## config.mk

```make
export PLATFORM = sky130hd
export DESIGN_NAME = pontuacao
export DESIGN_NICKNAME = d
export VERILOG_FILES = /design/src/rtl/pontuacao_pkg.sv /design/src/rtl/pontuacao_bcd_add5.sv /design/src/rtl/pontuacao.sv
export SDC_FILE = /design/constraint.sdc
export NUM_CORES = 1
export LEC_CHECK = 0
export ABC_AREA = 1
export BUFFER_PORTS_ARGS = -buffer_cell sky130_fd_sc_hd__buf_2
export CAP_MARGIN = 15
export CORE_UTILIZATION = 52
export CTS_CLUSTER_DIAMETER = 80
export CTS_CLUSTER_SIZE = 10
export DETAILED_ROUTE_END_ITERATION = 12
export MAX_ROUTING_LAYER = met4
export PLACE_DENSITY = 0.77
export SYNTH_ARGS = -nofsm -noshare
export SYNTH_HDL_FRONTEND = slang
export SYNTH_HIERARCHICAL = 1
export SYNTH_SLANG_ARGS = --single-unit
```

## constraint.sdc

```tcl
create_clock -name CLOCK_25 -period 6.67 [get_ports CLOCK_25]
set_input_delay 1.0005 -clock CLOCK_25 [delete_from_list [all_inputs] [get_ports CLOCK_25]]
set_output_delay 1.0005 -clock CLOCK_25 [all_outputs]
set_load 0.01 [all_outputs]
```

## src/rtl/pontuacao_pkg.sv

```systemverilog
// pontuacao_pkg: shared constants and types for the scoring stage.
//   N_LANES       number of pattern lanes feeding the scorer
//   PEND_W        width of the pending-hit counter
//   COMBO_STEP    consecutive hits per multiplier step
//   MULT_MAX      multiplier ceiling
//   SCORE_MAX_BCD saturated 5-digit BCD score
package pontuacao_pkg;

  localparam int N_LANES    = 3;
  localparam int PEND_W     = 4;
  localparam int COMBO_STEP = 10;
  localparam int MULT_MAX   = 4;

  localparam logic [19:0] SCORE_MAX_BCD = 20'h99999;
  localparam int          N_DIGITS      = 5;

  typedef logic [3:0] bcd_digit_t;

endpackage

```

## src/rtl/pontuacao_bcd_add5.sv

```systemverilog
// bcd_add5: combinational 5-digit packed-BCD adder with a small binary
// addend (0..7), saturating to 99999 on overflow.
//   score   in  20  packed BCD operand, digit 4 in [19:16]
//   addend  in  3   binary value to add
//   result  out 20  packed BCD sum, or 0x99999 when it would overflow
module bcd_add5
  import pontuacao_pkg::*;
(
  input  logic [19:0] score,
  input  logic [2:0]  addend,
  output logic [19:0] result
);

  logic [3:0]  carry;
  logic [4:0]  dsum;
  logic [4:0]  dadj;
  bcd_digit_t  digit;
  logic [19:0] raw;

  // Ripple through the digits. The addend enters at digit 0 as the initial
  // "carry"; after that the carry is 0 or 1. Adding 6 to a digit sum above 9
  // leaves the corrected digit in the low nibble.
  always_comb begin
    carry = {1'b0, addend};
    dsum  = '0;
    dadj  = '0;
    digit = '0;
    raw   = '0;
    for (int i = 0; i < N_DIGITS; i++) begin
      dsum = {1'b0, score[i*4 +: 4]} + {1'b0, carry};
      dadj = dsum + 5'd6;
      if (dsum > 5'd9) begin
        digit = dadj[3:0];
        carry = 4'd1;
      end else begin
        digit = dsum[3:0];
        carry = 4'd0;
      end
      raw[i*4 +: 4] = digit;
    end
    // A carry out of the top digit means the true sum passed 99999.
    result = (carry != 4'd0) ? SCORE_MAX_BCD : raw;
  end

endmodule

```

## src/rtl/pontuacao.sv

```systemverilog
// pontuacao: scoring stage behind the pattern lanes. Rising edges on ponto
// are queued in a saturating pending counter and credited one per cycle with
// a combo-based multiplier into a 5-digit BCD score; rising edges on erro
// break the combo and flush the queue. fim_de_jogo freezes all scoring.
//   CLOCK_25       in  1        clock, rising edge
//   reset          in  1        async reset, active low
//   ponto          in  N_LANES  per-lane hit strobe (rising edge counts)
//   erro           in  N_LANES  per-lane miss strobe (rising edge counts)
//   fim_de_jogo    in  1        freeze scoring while high
//   display        out 20       packed BCD score
//   combo          out 8        consecutive-hit count, saturating
//   multiplicador  out 3        current multiplier 1..MULT_MAX
//   max_combo      out 8        highest combo since reset
//   ocupado        out 1        pending hits remain
module pontuacao #(
  parameter int N_LANES    = pontuacao_pkg::N_LANES,
  parameter int PEND_W     = pontuacao_pkg::PEND_W,
  parameter int COMBO_STEP = pontuacao_pkg::COMBO_STEP,
  parameter int MULT_MAX   = pontuacao_pkg::MULT_MAX
) (
  input  logic               CLOCK_25,
  input  logic               reset,
  input  logic [N_LANES-1:0] ponto,
  input  logic [N_LANES-1:0] erro,
  input  logic               fim_de_jogo,
  output logic [19:0]        display,
  output logic [7:0]         combo,
  output logic [2:0]         multiplicador,
  output logic [7:0]         max_combo,
  output logic               ocupado
);

  // Two spare bits let pend + edges be formed without wrapping before the
  // saturation compare.
  localparam int              CNT_W    = PEND_W + 2;
  localparam logic [CNT_W-1:0] PEND_MAX = CNT_W'((1 << PEND_W) - 1);

  logic [N_LANES-1:0] ponto_q, erro_q;
  logic [PEND_W-1:0]  pend_q,  pend_d;
  logic [19:0]        score_q, score_d;
  logic [7:0]         combo_q, combo_d;
  logic [7:0]         max_q,   max_d;

  logic [N_LANES-1:0] hit_rise;
  logic [CNT_W-1:0]   hit_cnt;
  logic [CNT_W-1:0]   pend_sum;
  logic               miss_any;
  logic               consume;
  logic [2:0]         mult;
  logic [7:0]         combo_inc;
  logic [19:0]        score_add;

  // Edge detection
  assign hit_rise = ponto & ~ponto_q;
  assign miss_any = |(erro & ~erro_q);

  always_comb begin
    hit_cnt = '0;
    for (int i = 0; i < N_LANES; i++)
      hit_cnt = hit_cnt + CNT_W'(hit_rise[i]);
  end

  // Multiplier from the registered combo: one step for every COMBO_STEP
  // threshold passed, capped at MULT_MAX.
  always_comb begin
    mult = 3'd1;
    for (int i = 1; i < MULT_MAX; i++)
      if (int'(combo_q) >= COMBO_STEP * i) mult = mult + 3'd1;
  end

  assign consume   = (pend_q != '0) && !fim_de_jogo;
  assign combo_inc = (combo_q == 8'hff) ? 8'hff : combo_q + 8'd1;

  bcd_add5 u_add (
    .score  (score_q),
    .addend (mult),
    .result (score_add)
  );

  // consume can only be set when pend_q >= 1, so the subtraction never
  // underflows.
  assign pend_sum = CNT_W'(pend_q) - CNT_W'(consume) + hit_cnt;

  always_comb begin
    pend_d  = pend_q;
    score_d = score_q;
    combo_d = combo_q;
    max_d   = max_q;
    if (!fim_de_jogo) begin
      if (consume) begin
        // The credited hit uses the pre-miss multiplier even if a miss
        // lands in the same cycle; only the combo is then cleared.
        score_d = score_add;
        combo_d = combo_inc;
        if (combo_inc > max_q) max_d = combo_inc;
      end
      if (miss_any) begin
        combo_d = '0;
        pend_d  = '0;
      end else if (pend_sum > PEND_MAX) begin
        pend_d = PEND_MAX[PEND_W-1:0];
      end else begin
        pend_d = pend_sum[PEND_W-1:0];
      end
    end
  end

  // Edge registers track the inputs even while frozen, so edges that occur
  // during fim_de_jogo are not replayed afterwards.
  always_ff @(posedge CLOCK_25 or negedge reset) begin
    if (!reset) begin
      ponto_q <= '0;
      erro_q  <= '0;
      pend_q  <= '0;
      score_q <= '0;
      combo_q <= '0;
      max_q   <= '0;
    end else begin
      ponto_q <= ponto;
      erro_q  <= erro;
      pend_q  <= pend_d;
      score_q <= score_d;
      combo_q <= combo_d;
      max_q   <= max_d;
    end
  end

  assign display       = score_q;
  assign combo         = combo_q;
  assign multiplicador = mult;
  assign max_combo     = max_q;
  assign ocupado       = (pend_q != '0);

endmodule
```

==> impl_metrics.ini, run 1 <==
[run_status]
status = finished, final reports clean

[job]
cap_violations = 0

[clock_tree]
clk_latency_ns = 0.31
numCtsBuffers = 5
cts_sinks = 46
cts_max_level = 2
hold_buffers = 0
clk_pin_slew_worst_paths_ns = 0.10
clk_path_buf_depth = 2
clock-root-buffer = clkbuf_8
tritoncts = done

[min_path]
hold_class = reg2reg
worst_hold_startpoint = pend_q[0]

[grt]
antenna_found_initial = 0
overflow = 0
grt_pass1_wl_mm = 13.0
grt_pass1_vias = 3092
grt_max_degree = 47
grtUsageTotal = 0.254

[timing]
maxSlewViolCount = 0
slew_headroom = 0.558
setup_viol = 0
final.setup_skew_ns = 0.0145
fin_tns_setup_ns = 0
period_minus_slack_ns = 6.55
tightestPinTransition_ns = 0.657
fmax_ghz = 0.153
fin_crit_sh = 0.982
hold_viol_final = 0

[setup_path]
slowest_delay_ns = 0.37
critPathRequiredTime_ns = 6.93
worstSetupPathType = reg2reg
path_common_cell = ha_4
arrival_ns = 6.81
critPathLaunch = combo[0]
cp-start-kind = flop
r2r_start = combo[0]
cp_max_fo = 4
slowest_stage = dfrtp_2
end_kind = flop

[floorplan]
rows = 28
die_area_sq_um = 6780
start_util = 0.554
die_h_microns = 82.4
core_sq_um = 6060
die_width_microns = 82.4
io_pins = 49

[final_layout]
drive_gt1_frac = 0.267
nets = 573
syn_to_final_growth_pct = 23.0
antenna_cells = 0

[synthesis]
ys_seq_elements = 46
synth_top_area_cell = dfrtp_1
postSynthCellCount = 458
ys_types = 38
syn_nets = 501
synth_seq_area_share = 0.343
synth.avg_cell_area_sq_um = 7.33
yosys-top-cells-area = dfrtp_1, nand2_1, ha_1
netlist_area_sq_um = 3360
yosysTopAreaCellShare = 0.343
synth-warning-count = 6

[route]
drt_iter0_markers = 197
firstDrtPassIters = 7
viasPerCell = 5.36
routed_wl_mm = 8.18
post_drt_wl_per_cell_microns = 13.5
vias = 3251
ant_nets = 0
drc = 0

[pwr]
p_per_area_nw_per_um2 = 340
cellLeakagePower_nw = 2.34
peakVddDrop_v = 0.000354
finalPower_mw = 1.40

[placed_design]
place_hpwl_mm = 5.38
place.gp.congestion = 0.830
numPortBuffers = 48
==> power breakdown <==
group	leakage (nW)	switching [mW]	total, mW	internal (mW)
Clock	0.0489	0.103	0.189	0.0859
Sequential	0.612	0.0593	0.399	0.340
Combinational	1.68	0.514	0.815	0.301
==> logic make-up after synthesis <==
logic type / synth area share
fa+ha+maj: 0.133
flops: 0.343
xor+xnor: 0.0209
simple gates: 0.343
compound gates: 0.0704
buf+inv: 0.0894
==> stage by stage <==
stage / worst slack (ns) / instances / hold WS [ns] / util / cell area (sq um)
floorplan: 0.0289 / 458 / 0.448 / - / 3400
global placement: 0.0998 / 588 / 0.474 / 0.624 / 3780
detailed placement: -0.226 / 588 / 0.476 / 0.624 / 3780
CTS: 0.0273 / 601 / 0.498 / 0.650 / 3940
global route: -0.120 / 606 / 0.527 / 0.681 / 4130
finish: 0.120 / 606 / 0.496 / 0.681 / 4130
==> repair_timing <==
item / in CTS / in global routing
resized for setup: 5 / 33
setup buffers: 4 / 4
pin swaps: 4 / 31
endpoints found under the setup margin: 18 / 20
cloned: 1 / 1
==> area by class of cell <==
cell class                      instances  area [sq um]
Clock buffer                            7          86.3
Sequential cell                        46          1150
Clock inverter                          1          8.76
Multi-Input combinational cell        340          2140
Inverter                               69           260
Tap cell                               75          93.8
Timing Repair Buffer                   68           390
Fill cell                             499          1930
==> flip-flops by register name (all words and copies together), names as in the netlist <==
register	cells
max_combo	8
combo	8
pend_q	4
erro_q	3
display	20
ponto_q	3
==> per-layer routing <==
metal  track usage  share of wire  up-vias
met5             -              0        -
met4        0.0877          0.023        0
met3        0.0363          0.051       24
met2         0.466           0.51      107
met1         0.280           0.41     1532
li1              -              -     1588
==> synthesized netlist by cell type <==
| cell | n |
|---|---|
| nand3_4 | 2 |
| a21boi_0 | 1 |
| a31oi_1 | 1 |
| o21ai_2 | 2 |
| inv_1 | 65 |
| ha_1 | 31 |
| nand3_1 | 37 |
| o31ai_1 | 1 |
| o21a_1 | 1 |
| buf_2 | 4 |
| fa_1 | 3 |
| nor2_4 | 1 |
| a21oi_1 | 9 |
| buf_12 | 1 |
| nand2_1 | 163 |
| o22ai_1 | 2 |
| clkinv_2 | 1 |
| nand4_1 | 2 |
| nor2_1 | 31 |
| nor2_2 | 3 |
| a21oi_2 | 2 |
| nand2_4 | 4 |
| nand3_2 | 4 |
| a21oi_4 | 1 |
| nor4_1 | 1 |
| xor2_1 | 2 |
| nor3_1 | 1 |
| or2_1 | 2 |
| nand2_2 | 6 |
| nand3b_1 | 1 |
| o21ai_0 | 12 |
| inv_2 | 3 |
| dfrtp_1 | 46 |
| xnor2_1 | 6 |
| a21boi_1 | 3 |
| and3_2 | 1 |
| o21bai_2 | 1 |
| o21ai_1 | 1 |
==> critical path, delay by kind of cell, from the launching register on <==
family | cells | cell delay, ns
AOI/OAI and AO/OA | 5 | 0.96
buffers and inverters | 5 | 0.33
adders and majority gates | 12 | 2.41
DFF | 1 | 0.37
xor gates and xnor gates | 4 | 0.63
and+or+nand+nor | 15 | 1.79
==> final timing paths <==
path / depth (start not counted) / slack [ns] / end
min in group asynchronous: 2 / 0.77 / display[13]
max reg2reg: 41 / 0.12 / display[10]
max in group asynchronous: 2 / 5.46 / combo[0]
max: 41 / 0.12 / display[10]
min reg2reg: 2 / 0.50 / pend_q[0]
min: 2 / 0.50 / pend_q[0]
==> cells in the final DEF, fill, tap and decap left out, types with 3 or more instances in the layout <==
cell / Yosys / final
a21oi_1: 9 / 9
ha_4: 0 / 8
nand2_4: 4 / 6
nand3_1: 37 / 36
inv_2: 3 / 8
o21ai_0: 12 / 12
buf_4: 0 / 20
a21boi_2: 0 / 3
dfrtp_1: 46 / 45
xnor2_1: 6 / 3
nand2_1: 163 / 157
ha_1: 31 / 21
inv_1: 65 / 60
nand2_2: 6 / 11
buf_2: 4 / 48
nor2_1: 31 / 29
nor2_2: 3 / 5
clkbuf_8: 0 / 6
nand3_2: 4 / 5
Note: power is estimated with default switching activity, not from simulation.
==> run 2: changes to the inputs <==
- CORE_UTILIZATION: 52 -> 55
- MAX_ROUTING_LAYER: met4 -> default
- clock period: 6.67 -> 7.7 ns (I/O delays scaled with it)
==> impl_metrics.ini, run 2 (synthesized netlist as in run 1, its figures left out) <==
[run_status]
status = finished, final reports clean

[route]
viasPerCell = 5.20
routed_wl_mm = 7.16
firstDrtPassIters = 4
topRoutingLayerUsed = met4
ant_nets = 0
wl_met2_mm = 3.54
drt-met1-wl_mm = 3.22
drt_iter0_markers = 169
vias = 3046
drc = 0
route.met3.wl_microns = 301
post_drt_wl_per_cell_microns = 12.2

[floorplan]
die_h_microns = 80.1
rows = 28
io_pins = 49
die_width_microns = 80.1
start_util = 0.567
die_area_sq_um = 6420
core_sq_um = 5920

[grt]
grt_max_degree = 47
grt_pass1_wl_mm = 11.8
antenna_found_initial = 0
grt_pass1_vias = 2767
grtUsageTotal = 0.233
overflow = 0

[clock_tree]
cts_sinks = 46
hold_buffers = 0
clock-root-buffer = clkbuf_8
clk_path_buf_depth = 2
clk_latency_ns = 0.30
cts_max_level = 2
tritoncts = done
clk_pin_slew_worst_paths_ns = 0.09
numCtsBuffers = 5

[final_layout]
antenna_cells = 0
largest_reg_flops = 20
nets = 553
syn_to_final_growth_pct = 13.9
final_common_cell = nand2_1
n_fill_cell = 530
layout_common_cells = nand2_1, inv_1, buf_2, dfrtp_1, nand3_1
drive_gt1_frac = 0.188

[setup_path]
r2r_start = combo[1]
end_kind = flop
critPathRequiredTime_ns = 7.94
critPathLaunch = combo[1]
cp-start-kind = flop
slowest_delay_ns = 0.55
cp_max_fo = 17
path_common_cell = ha_1
worstSetupPathType = reg2reg
slowest_stage = fa_1
reg2reg_depth = 39
arrival_ns = 7.47

[placed_design]
numPortBuffers = 48
place_hpwl_mm = 5.22
place.gp.congestion = 0.860
dp_slack_ns = 0.181

[pwr]
power.share.clock = 0.135
cellLeakagePower_nw = 2.25
combPwrFrac = 0.561
p_per_area_nw_per_um2 = 298
finalPower_mw = 1.14
p_seq_frac = 0.304
intPower_mw = 0.591
p_sw_mw = 0.550
peakVddDrop_v = 0.000244
switching_share = 0.482

[timing]
tightestPinTransition_ns = 0.609
final.setup_skew_ns = 0.0116
worst_hold_slack_ns = 0.499
slew_headroom = 0.591
setup_ws_ns = 0.467
fmax_ghz = 0.138
maxSlewViolCount = 0
hold_viol_final = 0
setup_viol = 0
period_minus_slack_ns = 7.23
fin_crit_sh = 0.939

[min_path]
worst_hold_startpoint = max_combo[1]
hold_depth = 2
hold_class = reg2reg

[job]
cap_violations = 0
[run 2: worst paths after layout]
path | end | slack [ns]
max | display[10] | 0.47
min | max_combo[1] | 0.50
max reg2reg | display[10] | 0.47
min reg2reg | max_combo[1] | 0.50
max in group asynchronous | combo[0] | 6.33
min in group asynchronous | display[6] | 0.85
[run 2: repair_timing]
action,CTS,global route
resized for setup,0,9
setup endpoints to repair,0,19
buffers inserted,0,1
[run 2: per-stage QoR]
step | utilization | setup TNS, ns | area [sq um] | std cells
4_1_cts | 0.632 | 0 | 3740 | 584
6_report | 0.646 | 0 | 3830 | 586
3_5_place_dp | 0.617 | 0 | 3650 | 576
5_1_grt | 0.646 | -0.0233 | 3830 | 586
2_1_floorplan | - | 0 | 3360 | 458
3_3_place_gp | 0.617 | 0 | 3650 | 576
[run 2: power by group through the flow]
stage,Combinational [mW],Clock [mW],Sequential (mW)
floorplan,0.459,0,0.362
global placement,0.612,0,0.350
detailed placement,0.626,0,0.352
CTS,0.634,0.159,0.348
global route,0.736,0.167,0.356
finish,0.640,0.154,0.347
[run 2: layout make-up]
class                   count  area [sq um]  share of cell area
multi-input cells         338          1950               0.510
flip-flops and latches     46          1150               0.301
repair buffers             50           275              0.0719
inverters                  69           260              0.0680
well taps                  75          93.8              0.0245
clock buffers               7          86.3              0.0226
clock inverters             1          5.00             0.00131
[run 2: worst max-delay path: cells and delay by family (launching register included)]
kind	cells	cell delay [ns]
XOR/XNOR	4	0.79
buffers and inverters	4	0.24
adder cells (fa/ha/maj)	12	2.93
AND/OR/NAND/NOR	14	1.70
flip-flops	1	0.46
AO/OA/AOI/OAI	5	1.03
[run 2: metal layers]
layer | GRT usage | vias to the layer above
li1 | - | 1536
met1 | 0.283 | 1428
met2 | 0.403 | 72
met3 | 0.0443 | 10
met4 | 0.0946 | 0
met5 | 0 | -
